==> src/rtl/mod_ctrl_pkg.sv <==
// rtl/mod_ctrl_pkg.sv - shared types and constants for the modulus counter controller
package mod_ctrl_pkg;

    typedef enum logic [1:0] {
        IDLE = 2'd0,
        RUN  = 2'd1,
        HOLD = 2'd2,
        DONE = 2'd3
    } state_t;

    localparam int MIN_MOD = 2;
    localparam int WRAP_W  = 8;

endpackage

==> src/rtl/mod_n_count_core.sv <==
// rtl/mod_n_count_core.sv - WIDTH-bit up-counter that wraps to zero at mod-1
module mod_n_count_core #(
    parameter int WIDTH = 4
) (
    input  logic             clk,
    input  logic             clr,
    input  logic             en,
    input  logic             sync_clear,
    input  logic [WIDTH-1:0] mod,
    output logic [WIDTH-1:0] count,
    output logic             at_max
);

    assign at_max = (count == mod - WIDTH'(1));

    always_ff @(posedge clk or negedge clr) begin
        if (!clr) begin
            count <= '0;
        end else if (sync_clear) begin
            count <= '0;
        end else if (en) begin
            count <= at_max ? '0 : count + WIDTH'(1);
        end
    end

endmodule

==> src/rtl/mod_counter_ctrl.sv <==
// rtl/mod_counter_ctrl.sv - start/stop/pause controller around a programmable-modulus counter
// Optional MOD_CTRL_WRAPCNT_EN adds a saturating wrap_cnt output.
module mod_counter_ctrl
    import mod_ctrl_pkg::*;
#(
    parameter int WIDTH       = 4,
    parameter int DEFAULT_MOD = 13
) (
    input  logic             clk,
    input  logic             clr,
    input  logic             cfg_valid,
    output logic             cfg_ready,
    input  logic [WIDTH-1:0] cfg_mod,
    input  logic             cfg_oneshot,
    input  logic             start,
    input  logic             stop,
    output logic [WIDTH-1:0] count,
    output logic             tc,
    output logic             busy,
    output logic             done,
    output logic             err
`ifdef MOD_CTRL_WRAPCNT_EN
    ,
    output logic [WRAP_W-1:0] wrap_cnt
`endif
);

    state_t           state;
    logic [WIDTH-1:0] mod_q;
    logic             oneshot_q;
    logic             at_max;
    logic             cfg_hs;
    logic             cfg_ok;
    logic             run_start;
    logic             en;
    logic             sync_clear;

    assign cfg_ready = (state == IDLE) || (state == DONE);
    assign busy      = (state == RUN) || (state == HOLD);
    assign tc        = (state == RUN) && at_max;
    assign cfg_hs    = cfg_valid && cfg_ready;
    assign cfg_ok    = (cfg_mod >= WIDTH'(MIN_MOD));

    // stop has priority over start in every state
    always_comb begin
        run_start  = 1'b0;
        en         = 1'b0;
        sync_clear = 1'b0;
        case (state)
            IDLE, DONE: run_start = start && !stop;
            RUN:        en        = !stop;
            HOLD:       sync_clear = stop;
            default:    ;
        endcase
        if (run_start) begin
            sync_clear = 1'b1;
        end
    end

    mod_n_count_core #(
        .WIDTH(WIDTH)
    ) u_core (
        .clk       (clk),
        .clr       (clr),
        .en        (en),
        .sync_clear(sync_clear),
        .mod       (mod_q),
        .count     (count),
        .at_max    (at_max)
    );

    always_ff @(posedge clk or negedge clr) begin
        if (!clr) begin
            state     <= IDLE;
            mod_q     <= WIDTH'(DEFAULT_MOD);
            oneshot_q <= 1'b0;
            done      <= 1'b0;
            err       <= 1'b0;
        end else begin
            // a same-cycle start sees the new modulus since the counter restarts from zero
            if (cfg_hs) begin
                if (cfg_ok) begin
                    mod_q     <= cfg_mod;
                    oneshot_q <= cfg_oneshot;
                    err       <= 1'b0;
                end else begin
                    err <= 1'b1;
                end
            end
            case (state)
                IDLE, DONE: begin
                    if (run_start) begin
                        state <= RUN;
                        done  <= 1'b0;
                    end
                end
                RUN: begin
                    if (stop) begin
                        state <= HOLD;
                    end else if (at_max && oneshot_q) begin
                        state <= DONE;
                        done  <= 1'b1;
                    end
                end
                HOLD: begin
                    if (stop) begin
                        state <= IDLE;
                    end else if (start) begin
                        state <= RUN;
                    end
                end
                default: state <= IDLE;
            endcase
        end
    end

`ifdef MOD_CTRL_WRAPCNT_EN
    always_ff @(posedge clk or negedge clr) begin
        if (!clr) begin
            wrap_cnt <= '0;
        end else if (run_start) begin
            wrap_cnt <= '0;
        end else if (tc && (wrap_cnt != '1)) begin
            wrap_cnt <= wrap_cnt + WRAP_W'(1);
        end
    end
`endif

endmodule
==> config.mk <==
export PLATFORM = sky130hd
export DESIGN_NAME = mod_counter_ctrl
export DESIGN_NICKNAME = d
export VERILOG_FILES = /design/src/rtl/mod_ctrl_pkg.sv /design/src/rtl/mod_n_count_core.sv /design/src/rtl/mod_counter_ctrl.sv
export SDC_FILE = /design/constraint.sdc
export NUM_CORES = 1
export LEC_CHECK = 0
export CAP_MARGIN = 20
export CORE_MARGIN = 2
export CORE_UTILIZATION = 46
export CTS_CLUSTER_DIAMETER = 150
export DETAILED_ROUTE_END_ITERATION = 8
export GPL_TIMING_DRIVEN = 0
export HOLD_SLACK_MARGIN = 0.02
export PLACE_DENSITY = 0.75
export SLEW_MARGIN = 20
export SYNTH_ARGS = -nofsm -noshare
export SYNTH_HDL_FRONTEND = slang
export SYNTH_SLANG_ARGS = --single-unit
==> constraint.sdc <==
create_clock -name clk -period 2.75 [get_ports clk]
set_clock_uncertainty 0.2 [all_clocks]
set_input_delay 0.825 -clock clk [delete_from_list [all_inputs] [get_ports clk]]
set_output_delay 0.825 -clock clk [all_outputs]
set_load 0.05 [all_outputs]
; ---- After elaboration in Yosys (flattened, before gate mapping)
; Index checks and enable logic that the tools add are counted.
[op_classes]
magnitude_cmp = 1
eq_ne = 9
mux = 18
n_addsub = 2
reduce_logical = 14
[op_table]
columns = op, n
row1 = $mux W4, 3
row2 = $mux W2, 5
row3 = $mux W1, 8
row4 = $pmux W2 S3, 1
row5 = $add A4 B1 Y4 const B, 1
row6 = $eq A2 B2 Y1 const B, 2
row7 = $eq A4 B4 Y1, 1
row8 = $ge A4 B2 Y1 const B, 1
row9 = $logic_and A1 B1 Y1, 4
row10 = $ne A2 B2 Y1 const B, 2
row11 = $reduce_and A4 Y1, 1
row12 = $reduce_bool A2 Y1, 2
row13 = $sub A4 B1 Y4 const B, 1
row14 = $ne A3 B2 Y1 const B, 1
row15 = $ne A3 B3 Y1 const B, 1
row16 = $reduce_and A3 Y1, 1
row17 = $eq A2 B1 Y1 const B, 1
row18 = $logic_not A2 Y1, 1
row19 = $logic_or A1 B1 Y1, 2
row20 = $ne A2 B1 Y1 const B, 1
row21 = $pmux W1 S2, 1
row22 = $reduce_and A2 Y1, 1
row23 = $reduce_or A2 Y1, 1
row24 = $logic_not A1 Y1, 1
[totals]
register_bits = 13
word_cells = 50
out_inout_bits = 9
input_bits = 10

; ---- Longest topological paths before layout
[depth]
word_depth = 6
depth_mapped = 7
mapped_depth_nobuf = 6

; ---- Cells and area by module
; From an unflattened synthesis, not the netlist that was laid out.
[unflattened]
hier_cells = 79
area_unflattened_um2 = 845.8
[modules_own_cells]
columns = mod, cells_per_inst, seq_area_each_um2, area_per_inst_um2, instances
row1 = mod_counter_ctrl, 47, 229.0, 513.0, 1
row2 = mod_n_count_core, 32, 100.1, 332.8, 1

; ---- Worst setup path before layout
; Ideal clock, no wire load.
[synth_path]
path_type = register to output
from = register mod_q[0]
to = output port tc
path_stages_with_launch = 6
setup_slack_ns = 0.054
required_ns = 1.725
n_path_buf = 0
arrival_ns = 1.671
cell_sequence = dfstp_2 -> inv_1 -> ha_1 -> xor3_1 -> nor3_4 -> and3_2
[synth_via]
elab_chain_len = 3
[synth_lines]
columns = item, line
row1 = "start, declared", mod_counter_ctrl.sv:29  ; logic [WIDTH-1:0] mod_q;
row2 = "start signal, assigned", mod_counter_ctrl.sv:75  ; mod_q <= WIDTH'(DEFAULT_MOD);
row3 = "start signal, assigned", mod_counter_ctrl.sv:83  ; mod_q <= cfg_mod;
row4 = $sub A4 B1 Y4, mod_n_count_core.sv:14  ; assign at_max = (count == mod - WIDTH'(1));
row5 = $eq A4 B4 Y1, mod_n_count_core.sv:14
row6 = $logic_and A1 B1 Y1, mod_counter_ctrl.sv:40  ; assign tc = (state == RUN) && at_max;
row7 = "end, declared", mod_counter_ctrl.sv:18  ; output logic tc,
; No other way between the ends.

; ---- Worst setup path after layout
; Same ends and word-level chain as after synthesis.

==> summary.md <==
| Metric | Value |
|---|---|
| Placer Congestion | `around 0.74` |
| DR vias | `between 700 and 800` |
| Drt total wl | `between 1500 and 2000 um` |
| Final period util | `1.02` |
| Fillers | `~140` |
| Slowest-stage cell, CP | `dfstp_2` |
| Met1 usage | `0.251` |
| Die W | `approximately 46 um` |
| ANT cells | `0` |
| Core footprint | `1710 um2` |
| Crit path cell chain | `inv_2, ha_4, xnor2_4, nor3_4, and3_4, buf_8` |
| CP Class | `reg -> out` |
| Hold WS | `roughly 0.32 ns` |
| Failing checks | `setup timing` |
| H-tree depth | `1` |
| Die area | `around 2200 um2` |
| Most frequent cells in the layout | `14 x clkdlybuf4s50_1, 10 x dfrtp_1, 9 x nand2_1` |
| Met3 Use GR | `0.0235` |
| Largest net degree at the start of global routing | `14` |
| HPWL after DPL | `between 1000 and 1500 um` |
| CTS hold repair buffers | `0` |
| Final hold violations | `0` |
| Max-cap violations | `0` |
| CTS Buf Count | `3` |
| Starting Density | `0.486` |
| Area growth, synth to finish | `34.1%` |
| Grt peak-use layer | `met2` |
| CP required | `between 1.5 and 2 ns` |
| Flops & latches, synth | `13` |
| First-pass GRT wire length | `~2800 um` |
| CTS sink cnt | `13` |
| Crit. End Element | `output pin` |
| Rel. slew slack | `0.517` |
| Arr. time, crit path | `roughly 1.8 ns` |
| Std cell rows | `15` |
| PortBufs | `17` |
| Mapped Nets | `100` |
| RSZ-0062 raised after global routing | `yes` |
| Max-slew violations | `0` |
| CTS tree | `built` |
| Min-Delay Path Class | `reg -> reg` |
| Die Height | `around 46 um` |
| Family with the most delay on the worst path | `flip-flops` |
| Post-route ant nets | `0` |
| Layout cells sized above 1 | `0.200` |
| Setup WS post-layout | `-0.0446 ns` |
| Met2 Usage GRT | `0.303` |
| Drc violations | `0` |
| Reg2Reg Setup Slack | `between 0.7 and 0.8 ns` |
| Worst-Margin Slew | `a little over 0.7 ns` |
| Buf+Inv Stages, Crit Path | `2` |
| Max Freq | `358 MHz` |
| Slowest stage delay, CP | `between 0.5 and 0.6 ns` |
| Status | `finished, violations left` |
| Worst Setup Start Kind | `register` |
| Netlist Area Pre-Place | `830 um2` |
| Initial antenna violation count | `0` |
| 1st-pass router iterations | `4` |
| Nets | `~130` |
| Final setup fails | `1` |
| Cells after Synth | `86` |
| Tot GR Track Use | `0.186` |
| Clock buffer depth | `2` |
| DR vias/cell | `5.38` |
| Commonest non-fill, non-tap cell in the layout | `clkdlybuf4s50_1` |
| Seq/Total Area, Yosys | `0.397` |
| Initial drt markers | `12` |
| Vias in the first global route | `~640` |
| DR WL/cell | `~13 um` |
| CTS Root Buffer Type | `clkbuf_4` |
| Clock latency on the worst-skew pair | `between 0.2 and 0.3 ns` |
| Ys Warns | `0` |
| Yosys cell types | `35` |
| Final Critical Period | `2.79 ns` |
| Worst Path Max Fanout | `3` |
| Top Ports | `19` |
| Total gr overflow | `0` |
| Synth Area per Inst | `just under 10 um2` |
| CTS clk-pin slew, worst paths | `around 0.080 ns` |
## metrics by stage
stage                     std cells  TNS, ns  area (um2)   util  setup WS (ns)
after floorplan                  86        0         830      -         0.0540
after global placement          128   -0.779        1030  0.604         -0.643
after detailed placement        128   -0.826        1030  0.604         -0.661
after CTS                       133   -0.181        1060  0.622         -0.181
after global routing            135   -0.120        1110  0.651         -0.120
final                           135  -0.0446        1110  0.651        -0.0446
## timing repair
item                                    4_1_cts  5_1_grt
pin swaps                                     2        2
setup buffers                                 1        2
endpoints found under the setup margin        3        2
resized for setup                            14        8
## final timing paths
| kind | startpoint | end | depth (start not counted) |
|---|---|---|---|
| worst min register to register | err | err | 2 |
| worst max register to register | mod_q[0] | u_core.count[0] | 7 |
| worst min-delay path | err | err | 2 |
| worst max-delay path | mod_q[0] | tc | 6 |
| min in group asynchronous | clr | mod_q[1] | 1 |
| max in group asynchronous | clr | u_core.count[2] | 1 |
## synthesized netlist by cell type
cell type   n  area (um2)
nand3_2     1        10.0
nor2b_1     2        12.5
o211ai_1    1        7.51
nand2_1     9        33.8
ha_1        4        50.1
and2_2      1        7.51
clkbuf_1    1        3.75
nor3b_1     2        15.0
mux2i_1     1        10.0
a41o_1      1        10.0
dfrtp_1    10         250
and3_2      1        7.51
nor2_1      5        18.8
nor3_4      1        16.3
and2_1      1        6.26
o2111ai_1   2        17.5
xor2_1      1        8.76
a21oi_1     5        25.0
dfstp_2     3        78.8
a311oi_2    1        15.0
mux2_2      1        11.3
o31ai_1     1        7.51
o311ai_0    1        8.76
xnor2_1     3        26.3
a22o_1      1        8.76
inv_1       7        26.3
buf_2       1        5.00
xor3_1      1        23.8
nand3_1     2        10.0
o21ai_0     7        35.0
a32o_1      2        20.0
o31a_1      2        17.5
nor3_1      2        10.0
a211oi_1    1        7.51
o21a_1      1        7.51
## worst reg2reg max path: stages, from the launching register on
cell     delay (ns)
dfstp_2        0.56
inv_2          0.05
ha_4           0.23
xnor2_4        0.13
nor3_4         0.19
buf_4          0.15
a21oi_1        0.08
mux2_2         0.28
## sequential cells by signal, summed over array words and instances, names as in the netlist
register      cells
err               1
oneshot_q         1
done              1
mod_q             4
u_core.count      4
state             2
## per-layer routing
layer / part of all wire / up-vias / routed length (um)
met2: 0.50 / 25 / 894
met1: 0.44 / 338 / 793
met5: 0 / - / 0
met3: 0.047 / 2 / 84
met4: 0.013 / 0 / 23
li1: - / 361 / -
## logic make-up (layout without fill, tap and decap cells)
kind of cell / count (synthesis) / after routing / share of synthesized area
buffers and inverters: 9 / 33 / 0.0422
and+or+nand+nor: 27 / 27 / 0.178
DFF: 13 / 13 / 0.397
xor gates and xnor gates: 5 / 5 / 0.0709
muxes: 2 / 2 / 0.0256
adders and majority gates: 4 / 4 / 0.0603
AOI/OAI and AO/OA: 26 / 26 / 0.226
## cell type report
cell class                 count  area (um2)  share of cell area
inverter                       7        26.3              0.0236
multi-input combinational     64         500               0.450
tap                           25        31.3              0.0281
sequential                    13         329               0.296
buffer                         2        11.3              0.0101
clock buffer                   4        26.3              0.0236
timing repair buffer          20         188               0.169
Power is not shown: default switching activity piles up to over one toggle a cycle in this logic, so the estimate is an artifact.
